==> src/rtl/id_stage_pkg.sv <==
// Shared decode constants for the instruction-decode stage: opcode and ALU-op
// encodings, immediate-format selection, and the register-bus width macros.
`ifndef ID_STAGE_DEFINES_SV
`define ID_STAGE_DEFINES_SV
`define RegBus      XLEN-1:0
`define RegAddrBus  REG_AW-1:0
`define RegNum      (1 << REG_AW)
`endif

package id_stage_pkg;

    typedef enum logic [6:0] {
        OPC_LUI    = 7'b0110111,
        OPC_AUIPC  = 7'b0010111,
        OPC_JAL    = 7'b1101111,
        OPC_JALR   = 7'b1100111,
        OPC_BRANCH = 7'b1100011,
        OPC_LOAD   = 7'b0000011,
        OPC_STORE  = 7'b0100011,
        OPC_OP_IMM = 7'b0010011,
        OPC_OP     = 7'b0110011
    } opcode_e;

    // Arithmetic codes are {1'b0, funct7[5], funct3}; branches are {2'b11, funct3}.
    typedef enum logic [4:0] {
        ALU_ADD   = 5'h00,
        ALU_SLL   = 5'h01,
        ALU_SLT   = 5'h02,
        ALU_SLTU  = 5'h03,
        ALU_XOR   = 5'h04,
        ALU_SRL   = 5'h05,
        ALU_OR    = 5'h06,
        ALU_AND   = 5'h07,
        ALU_SUB   = 5'h08,
        ALU_SRA   = 5'h0D,
        ALU_LUI   = 5'h10,
        ALU_JAL   = 5'h11,
        ALU_AUIPC = 5'h12,
        ALU_BEQ   = 5'h18,
        ALU_BNE   = 5'h19,
        ALU_BLT   = 5'h1C,
        ALU_BGE   = 5'h1D,
        ALU_BLTU  = 5'h1E,
        ALU_BGEU  = 5'h1F
    } alu_op_e;

    typedef enum logic [2:0] {
        IMM_NONE,
        IMM_I,
        IMM_S,
        IMM_B,
        IMM_U,
        IMM_J
    } imm_type_e;

    function automatic imm_type_e imm_type_of(input logic [6:0] opc);
        imm_type_e t;
        t = IMM_NONE;
        case (opc)
            OPC_LUI, OPC_AUIPC:              t = IMM_U;
            OPC_JAL:                         t = IMM_J;
            OPC_JALR, OPC_LOAD, OPC_OP_IMM:  t = IMM_I;
            OPC_STORE:                       t = IMM_S;
            OPC_BRANCH:                      t = IMM_B;
            default:                         t = IMM_NONE;
        endcase
        return t;
    endfunction

endpackage

==> src/rtl/imm_gen.sv <==
// Combinational RV32I immediate extractor; the format is chosen from the opcode
// and the 32-bit result is sign-extended to XLEN.
module imm_gen
    import id_stage_pkg::*;
#(
    parameter int XLEN = 32
) (
    input  logic [31:0]   inst,
    output logic [`RegBus] imm
);

    logic [31:0] imm32;

    always_comb begin
        imm32 = '0;
        case (imm_type_of(inst[6:0]))
            IMM_I:   imm32 = {{20{inst[31]}}, inst[31:20]};
            IMM_S:   imm32 = {{20{inst[31]}}, inst[31:25], inst[11:7]};
            IMM_B:   imm32 = {{19{inst[31]}}, inst[31], inst[7], inst[30:25], inst[11:8], 1'b0};
            IMM_U:   imm32 = {inst[31:12], 12'b0};
            IMM_J:   imm32 = {{11{inst[31]}}, inst[31], inst[19:12], inst[20], inst[30:21], 1'b0};
            default: imm32 = '0;
        endcase
    end

    assign imm = XLEN'($signed(imm32));

endmodule

==> src/rtl/id_stage.sv <==
// RV32I decode stage: decodes the fetched instruction, selects forwarded
// operands, detects load-use hazards and registers the result toward EX.
module id_stage
    import id_stage_pkg::*;
#(
    parameter int XLEN   = 32,
    parameter int REG_AW = 5
) (
    input  logic               clk,
    input  logic               rst,
    input  logic               if_valid,
    input  logic [31:0]        if_inst,
    input  logic [`RegBus]     if_pc,
    output logic               id_ready,
    output logic [`RegAddrBus] r_addr1,
    output logic [`RegAddrBus] r_addr2,
    output logic               read_request1,
    output logic               read_request2,
    input  logic [`RegBus]     r_data1,
    input  logic [`RegBus]     r_data2,
    input  logic               ex_fwd_we,
    input  logic [`RegAddrBus] ex_fwd_addr,
    input  logic [`RegBus]     ex_fwd_data,
    input  logic               ex_is_load,
    input  logic               mem_fwd_we,
    input  logic [`RegAddrBus] mem_fwd_addr,
    input  logic [`RegBus]     mem_fwd_data,
    input  logic               flush,
    input  logic               ex_ready,
    output logic               ex_valid,
    output logic [`RegBus]     ex_pc,
    output logic [4:0]         ex_aluop,
    output logic [`RegBus]     ex_src1,
    output logic [`RegBus]     ex_src2,
    output logic [`RegBus]     ex_imm,
    output logic [`RegAddrBus] ex_rd,
    output logic               ex_we,
    output logic               ex_mem_rd,
    output logic               ex_mem_wr,
    output logic               ex_illegal
);

    typedef struct packed {
        logic               valid;
        logic [`RegBus]     pc;
        logic [4:0]         aluop;
        logic [`RegBus]     src1;
        logic [`RegBus]     src2;
        logic [`RegBus]     imm;
        logic [`RegAddrBus] rd;
        logic               we;
        logic               mem_rd;
        logic               mem_wr;
        logic               illegal;
    } ex_bundle_t;

    ex_bundle_t ex_q;
    ex_bundle_t ex_d;
    ex_bundle_t dec;

    logic [`RegBus]     imm;
    logic [`RegAddrBus] rd;
    logic [2:0]         funct3;
    logic               funct7_b5;
    logic               legal;
    logic               uses_rs1;
    logic               uses_rs2;
    logic               writes_rd;
    logic               is_load;
    logic               is_store;
    logic [4:0]         aluop;
    logic               load_use;
    logic               transfer;

    logic [1:0][REG_AW-1:0] rs_addr;
    logic [1:0][XLEN-1:0]   rs_rdata;
    logic [1:0][XLEN-1:0]   operand;
    logic [1:0]             rs_req;
    logic [1:0]             rs_hazard;

    imm_gen #(.XLEN(XLEN)) u_imm_gen (
        .inst (if_inst),
        .imm  (imm)
    );

    assign rd        = REG_AW'(if_inst[11:7]);
    assign funct3    = if_inst[14:12];
    assign funct7_b5 = if_inst[30];

    always_comb begin
        legal     = 1'b1;
        uses_rs1  = 1'b0;
        uses_rs2  = 1'b0;
        writes_rd = 1'b0;
        is_load   = 1'b0;
        is_store  = 1'b0;
        aluop     = ALU_ADD;
        case (if_inst[6:0])
            OPC_LUI: begin
                writes_rd = 1'b1;
                aluop     = ALU_LUI;
            end
            OPC_AUIPC: begin
                writes_rd = 1'b1;
                aluop     = ALU_AUIPC;
            end
            OPC_JAL: begin
                writes_rd = 1'b1;
                aluop     = ALU_JAL;
            end
            OPC_JALR: begin
                writes_rd = 1'b1;
                uses_rs1  = 1'b1;
                aluop     = ALU_JAL;
            end
            OPC_BRANCH: begin
                uses_rs1 = 1'b1;
                uses_rs2 = 1'b1;
                aluop    = ALU_BEQ | {2'b00, funct3};
            end
            OPC_LOAD: begin
                writes_rd = 1'b1;
                uses_rs1  = 1'b1;
                is_load   = 1'b1;
            end
            OPC_STORE: begin
                uses_rs1 = 1'b1;
                uses_rs2 = 1'b1;
                is_store = 1'b1;
            end
            // Bit 30 of an I-type immediate is only an opcode modifier for SRAI.
            OPC_OP_IMM: begin
                writes_rd = 1'b1;
                uses_rs1  = 1'b1;
                aluop     = {1'b0, (funct3 == 3'b101) && funct7_b5, funct3};
            end
            OPC_OP: begin
                writes_rd = 1'b1;
                uses_rs1  = 1'b1;
                uses_rs2  = 1'b1;
                aluop     = {1'b0, ((funct3 == 3'b000) || (funct3 == 3'b101)) && funct7_b5, funct3};
            end
            default: legal = 1'b0;
        endcase
    end

    assign r_addr1       = REG_AW'(if_inst[19:15]);
    assign r_addr2       = REG_AW'(if_inst[24:20]);
    assign read_request1 = if_valid && !flush && uses_rs1;
    assign read_request2 = if_valid && !flush && uses_rs2;

    assign rs_addr  = {r_addr2, r_addr1};
    assign rs_rdata = {r_data2, r_data1};
    assign rs_req   = {read_request2, read_request1};

    // A load still in EX has no data yet, so it never forwards; it stalls instead.
    for (genvar gi = 0; gi < 2; gi++) begin : g_operand
        assign operand[gi] =
            (rs_addr[gi] == '0)                                           ? '0 :
            (ex_fwd_we && !ex_is_load && (ex_fwd_addr == rs_addr[gi]))    ? ex_fwd_data :
            (mem_fwd_we && (mem_fwd_addr == rs_addr[gi]))                 ? mem_fwd_data :
                                                                            rs_rdata[gi];
        assign rs_hazard[gi] = rs_req[gi] && (ex_fwd_addr == rs_addr[gi]);
    end

    assign load_use = ex_q.valid && ex_is_load && (ex_fwd_addr != '0) && (|rs_hazard);
    assign id_ready = !rst && (!ex_q.valid || ex_ready) && !load_use && !flush;
    assign transfer = if_valid && id_ready;

    always_comb begin
        dec         = '0;
        dec.valid   = 1'b1;
        dec.pc      = if_pc;
        dec.aluop   = aluop;
        dec.src1    = uses_rs1 ? operand[0] : '0;
        dec.src2    = uses_rs2 ? operand[1] : '0;
        dec.imm     = imm;
        dec.rd      = writes_rd ? rd : '0;
        dec.we      = legal && writes_rd && (rd != '0);
        dec.mem_rd  = is_load;
        dec.mem_wr  = is_store;
        dec.illegal = !legal;
    end

    always_comb begin
        ex_d = ex_q;
        if (flush) begin
            ex_d.valid = 1'b0;
        end else if (ex_q.valid && !ex_ready) begin
            ex_d = ex_q;
        end else if (transfer) begin
            ex_d = dec;
        end else begin
            ex_d.valid = 1'b0;
        end
    end

    always_ff @(posedge clk or posedge rst) begin
        if (rst) begin
            ex_q <= '0;
        end else begin
            ex_q <= ex_d;
        end
    end

    assign ex_valid   = ex_q.valid;
    assign ex_pc      = ex_q.pc;
    assign ex_aluop   = ex_q.aluop;
    assign ex_src1    = ex_q.src1;
    assign ex_src2    = ex_q.src2;
    assign ex_imm     = ex_q.imm;
    assign ex_rd      = ex_q.rd;
    assign ex_we      = ex_q.we;
    assign ex_mem_rd  = ex_q.mem_rd;
    assign ex_mem_wr  = ex_q.mem_wr;
    assign ex_illegal = ex_q.illegal;

endmodule
==> config.mk <==
export PLATFORM = sky130hd
export DESIGN_NAME = id_stage
export DESIGN_NICKNAME = d
export VERILOG_FILES = /design/src/rtl/id_stage_pkg.sv /design/src/rtl/imm_gen.sv /design/src/rtl/id_stage.sv
export SDC_FILE = /design/constraint.sdc
export NUM_CORES = 1
export LEC_CHECK = 0
export ABC_AREA = 1
export CAP_MARGIN = 25
export CORE_AREA = 2 2 155 157
export CTS_CLUSTER_SIZE = 10
export DETAILED_ROUTE_END_ITERATION = 6
export DIE_AREA = 0 0 157 159
export PLACE_DENSITY = 0.74
export RECOVER_POWER = 100
export SLEW_MARGIN = 20
export SYNTH_ARGS = -nofsm -noshare
export SYNTH_HDL_FRONTEND = slang
export SYNTH_SLANG_ARGS = --single-unit
==> constraint.sdc <==
create_clock -name clk -period 4.3 [get_ports clk]
set_clock_uncertainty 0.15 [all_clocks]
set_input_delay 0.645 -clock clk [delete_from_list [all_inputs] [get_ports clk]]
set_output_delay 0.645 -clock clk [all_outputs]
set_load 0.02 [all_outputs]
# After elaboration in Yosys (flattened, before gate mapping)
# Cells that the tools add are included.
# word_totals
output_inout_bits	156
input_bits	210
ff_bits	143
elab_cells	100
# classes
mux	22
n_eq_ne	20
n_reduce_logical	45
n_bitwise	2
# ops
cell	n
$mux 32	8
$pmux 32 s5	1
$mux 143	1
$mux 142	1
$pmux 5 s6	1
$logic_and 1x1->1	22
$eq 7x6->1 const B	3
$eq 7x7->1 const B	3
$eq 5x5->1	4
$pmux 3 s5	1
$eq 7x5->1 const B	2
$logic_not 5->1	2
$reduce_bool 5->1	2
$eq 3x3->1 const B	3
$reduce_or 9->1	1
$mux 1	8
$eq 7x2->1 const B	1
$logic_not 1->1	7
$reduce_or 7->1	1
$eq 3x2->1 const B	2
$reduce_or 2->1	3
$reduce_or 3->1	2
$reduce_or 6->1	1
$mux 5	1
6 further kinds	8

# Logic depth before layout (Yosys ltp)
# depth
ltp_word	14
mapped_depth	14
mapped_depth_nobuf	12

# Cells and area by module
# From an unflattened synthesis, not the netlist that was laid out.
# unflattened
cells_unflattened	1482
area_unflattened_um2	9540.4
# by_module_without_submodules
mod	n_inst	cells_per_inst	seq_area_each_um2	area_per_inst_um2
id_stage	1	1336	3578.4	8789.7
imm_gen	1	146	0.0	750.7

# Worst setup path before layout
# No wires, ideal clock.
# synth_path
kind	input to output
start	input port flush
end	output port id_ready
path_stages	3
path_slack_ps	1647
t_arrival_ps	1858
path_buffers	1
t_required_ps	3505
cell_sequence	nor3_2 -> clkbuf_1 -> a21boi_0
# synth_between
elab_chain_cells	9
elab_cells_between_ends	11
classes_between	reduce/logical: 11
# synth_rtl
element	line_no	source
start, declared	id_stage.sv:28	input logic flush,
$logic_not 1->1 (*)	id_stage.sv:149, id_stage.sv:150, id_stage.sv:167	
$logic_and 1x1->1	id_stage.sv:149, id_stage.sv:150	
$logic_and 1x1->1, on equally long branches	id_stage.sv:149, id_stage.sv:150	
$logic_and 1x1->1	id_stage.sv:163	assign rs_hazard[gi] = rs_req[gi] && (ex_fwd_addr == rs_addr[gi]);
$reduce_or 2->1	id_stage.sv:166	assign load_use = ex_q.valid && ex_is_load && (ex_fwd_addr != '0) && (|rs_hazard);
$logic_and 1x1->1	id_stage.sv:166	
$logic_not 1->1	id_stage.sv:167	assign id_ready = !rst && (!ex_q.valid || ex_ready) && !load_use && !flush;
$logic_and 1x1->1	id_stage.sv:167	
$logic_and 1x1->1 (*)	id_stage.sv:167	
end, declared	id_stage.sv:14	output logic id_ready,
# Every way passes the cells marked *; elsewhere a longest branch is shown, timed or not.

# Worst setup path in the final report
# layout_path
start	input port if_inst[1]
end	output port id_ready
# layout_between
elab_chain_cells	10
elab_cells_between_ends	19
classes_between	eq/ne: 6; mux: 2; reduce/logical: 11
# layout_rtl
element	line_no	source
start, declared	id_stage.sv:12	input logic [31:0] if_inst,
$eq 7x6->1 (tied with other cells)	id_stage.sv:98	case (if_inst[6:0])
$reduce_or 6->1 (no line) or $reduce_or 3->1 (tied branches)	--	
$mux 1	id_stage.sv:98	
$logic_and 1x1->1, on equally long branches	id_stage.sv:149, id_stage.sv:150	
$logic_and 1x1->1	id_stage.sv:163	
$reduce_or 2->1 (*)	id_stage.sv:166	
$logic_and 1x1->1 (*)	id_stage.sv:166	
$logic_not 1->1 (*)	id_stage.sv:167	
$logic_and 1x1->1 (*) (2 in series)	id_stage.sv:167	
# Marked as above.

==> impl_metrics.toml <==
[grt]
first_pass_grt_wire_length_um = 58200
groute.usage.overall = 0.295
globalRoute.totalOverflow = 0
first_global_vias = 10600
grt_max_degree = 144
antenna_found_initial = 0

[clock_tree]
cts_hold_repair.buffers = 0
cts_tree = "built"
numCtsBuffers = 17
htree_num_levels = 4
number_of_buffers_inserted_by_post_cts_setup_repair = 0
cts_root_buf = "clkbuf_16"
clk_pin_slew_worst_paths_ns = 0.06
clock_latency_ns = 0.42
clk_path_buf_depth = 2
cts_resized = 0
clock-sinks = 143

[layout]
drive_above_1_share = 0.0461
syn2layout_area_growth_pct = 47.1
multi_input_area_um2 = 4730
seq_area_um2 = 3580
layout.nets = 1911
final_area_um2 = 13500
layout.cells.most_common = "nand2_1"
layout_common_cells = "nand2_1 (583), nand4_1 (210), clkdlybuf4s50_1 (206)"
final.fill_count = 2240

[route]
vias = 11100
detailedRoute.firstPassIterationCount = 7
routed_wirelength_um = 37500
via_cell_ratio = 5.47
final_antenna_net_count = 0
dr.first_iter.drc_count = 1170
remaining_drc_errors = 0
drt-wirelength-per-cell_um = 18.4

[synthesis]
synthesis.area_um2 = 9160
synth_cell_type_count = 26
synth_sequential_area_ratio = 0.390
synth-seq-cells = 143
syn-instance-count = 1411
yosys_warnings = 0
mappedNetlistNets = 1621
postSynthAreaPerCell_um2 = 6.49

[power]
internal-power_mw = 2.59
seqPwrFrac = 0.384
power.total_mw = 3.83
pwr-share-clk = 0.379
power_density_nw_per_um2 = 284
swShare = 0.325
switching_power_mw = 1.25
power.leakage_nw = 7.08
vdd_ir_drop_max_v = 0.000164
pwr-share-comb = 0.237

[placement]
dp_hpwl_um = 25300
placed_cell_area_um2 = 12900
gpl.final_weighted_congestion = 0.918
number_of_input_and_output_port_buffers_inserted = 365

[floorplanning]
number_of_i_o_pins = 366
number_of_cell_rows = 56
die_height_um = 159
fp.dieArea_um2 = 25000
die_x_um = 157
core_um2 = 23200
starting_utilization_of_the_core_area = 0.395

[run]
cap_violations = 2

[critical_path]
critical_path.max_fanout = 4
cp-start-kind = "input pin"
crit_top_cell = "nand2_1"
critical_path_arrival_ns = 2.99
timing.critical_path.slowest_stage_cell = "dlygate4sd3_1"
crit_path_cell_trace = "dlygate4sd3_1 > nand2_1 > inv_1 > nand2_1 > inv_1 > nand2_1 > nand4_1 > nand3_1 > nand2_1 > a21boi_0 > dlygate4sd3_1"
cpPeakStageDelay_ns = 0.75
critical_path_class = "in -> out"
endpoint_kind = "primary output"
cp_required_ns = 3.50

[sta]
top_achievable_clock_speed_mhz = 264
final.min_clock_period_ns = 3.79
timing.final.crit_share = 0.881
timing_worst_slew_pin_value_ns = 2.08
fin_setup_tns_ns = 0
final-max-slew-violation-count = 287
hold_viol_final = 0
max-slew-margin-rel = -0.388
timing.final.setup_violations = 0
rsz_0062_raised_after_global_routing = "no"

[worst_hold_path]
hp-class = "reg -> reg"

[status]
outcome = "finished with violations"
violations_in_the_final_reports = "capacitance limit, slew limit"
[final cells by class]
type	count	share of cell area
Tap cell	319	0.0296
Clock inverter	14	0.00882
Sequential cell	143	0.266
Multi-Input combinational cell	1063	0.351
Antenna cell	1	0.000186
Timing Repair Buffer	390	0.288
Inverter	86	0.0242
Clock buffer	18	0.0326
[registers in the layout, summed over array words and instances, names as in the netlist]
signal and flops:
ex_mem_wr 1, ex_rd 5, ex_aluop 5, ex_valid 1
ex_mem_rd 1, ex_src2 32, ex_we 1, ex_src1 32
ex_imm 32, ex_pc 32, ex_illegal 1
[layer usage]
layer  global-route usage  routed length [um]  vias to the layer above
met1                0.392               15100                     5155
met4                0.113                1300                        0
met5                    0                   0                        -
li1                     -                   -                     5177
met3               0.0710                3860                      101
met2                0.465               17200                      689
[power by group through the flow]
stage	Combinational [mW]	Sequential [mW]	Clock (mW)
5_1_grt	0.979	1.48	1.53
4_1_cts	0.939	1.48	1.47
3_3_place_gp	0.932	1.50	0
3_5_place_dp	0.937	1.50	0
6_report	0.908	1.47	1.45
2_1_floorplan	0.321	1.60	0
[cells in the mapped netlist (all sizes together)]
master | instances | area share
clkinv | 1 | 0.00041
a21oi | 1 | 0.00055
nor4 | 1 | 0.00068
a21boi | 1 | 0.00082
o21ai | 17 | 0.0093
clkbuf | 61 | 0.025
nand2 | 584 | 0.24
xnor2 | 5 | 0.0048
inv | 85 | 0.035
nor2 | 173 | 0.071
nor3 | 6 | 0.0038
dfrtp | 143 | 0.39
o211ai | 1 | 0.00082
nand4 | 210 | 0.14
nand3 | 60 | 0.034
buf | 58 | 0.038
o22ai | 4 | 0.0027
[through the flow]
step	setup WS [ns]	utilization	hold WS, ns	cells
global placement	0.786	0.558	0.303	2001
floorplan	1.65	-	0.427	1411
global route	0.269	0.581	0.330	2033
finish	0.513	0.581	0.312	2034
detailed placement	0.693	0.558	0.307	2001
CTS	0.688	0.582	0.324	2033
[kinds of logic (layout without fill, tap and decap cells)]
kind of cell	count (synthesis)	count (layout)	share of synthesized area
other	0	1	0
AND/OR/NAND/NOR	1034	1034	0.493
buffers and inverters	205	508	0.0979
flip-flops	143	143	0.390
XOR/XNOR	5	5	0.00478
AO/OA/AOI/OAI	24	24	0.0142
[final timing paths]
path                       slack (ns)                       to  depth (start not counted)                     from
setup / recovery                 0.51                 id_ready                         11               if_inst[1]
hold / removal                   0.31  ex_aluop[2]$_DFFE_PP0P_                          2  ex_aluop[2]$_DFFE_PP0P_
setup reg to reg                 1.41  ex_aluop[4]$_DFFE_PP0P_                          6     ex_valid$_DFFE_PP0P_
max in group asynchronous        1.30   ex_src2[8]$_DFFE_PP0P_                          3                      rst
hold reg to reg                  0.31  ex_aluop[2]$_DFFE_PP0P_                          2  ex_aluop[2]$_DFFE_PP0P_
min in group asynchronous        1.36    ex_imm[7]$_DFFE_PP0P_                          3                      rst
[worst max-delay path, delay by kind of cell]
family / cells / cell delay, ns
buffers and inverters: 4 / 1.44
AO/OA/AOI/OAI: 1 / 0.21
AND/OR/NAND/NOR: 6 / 0.67
Power figures use the tool's default switching activity.
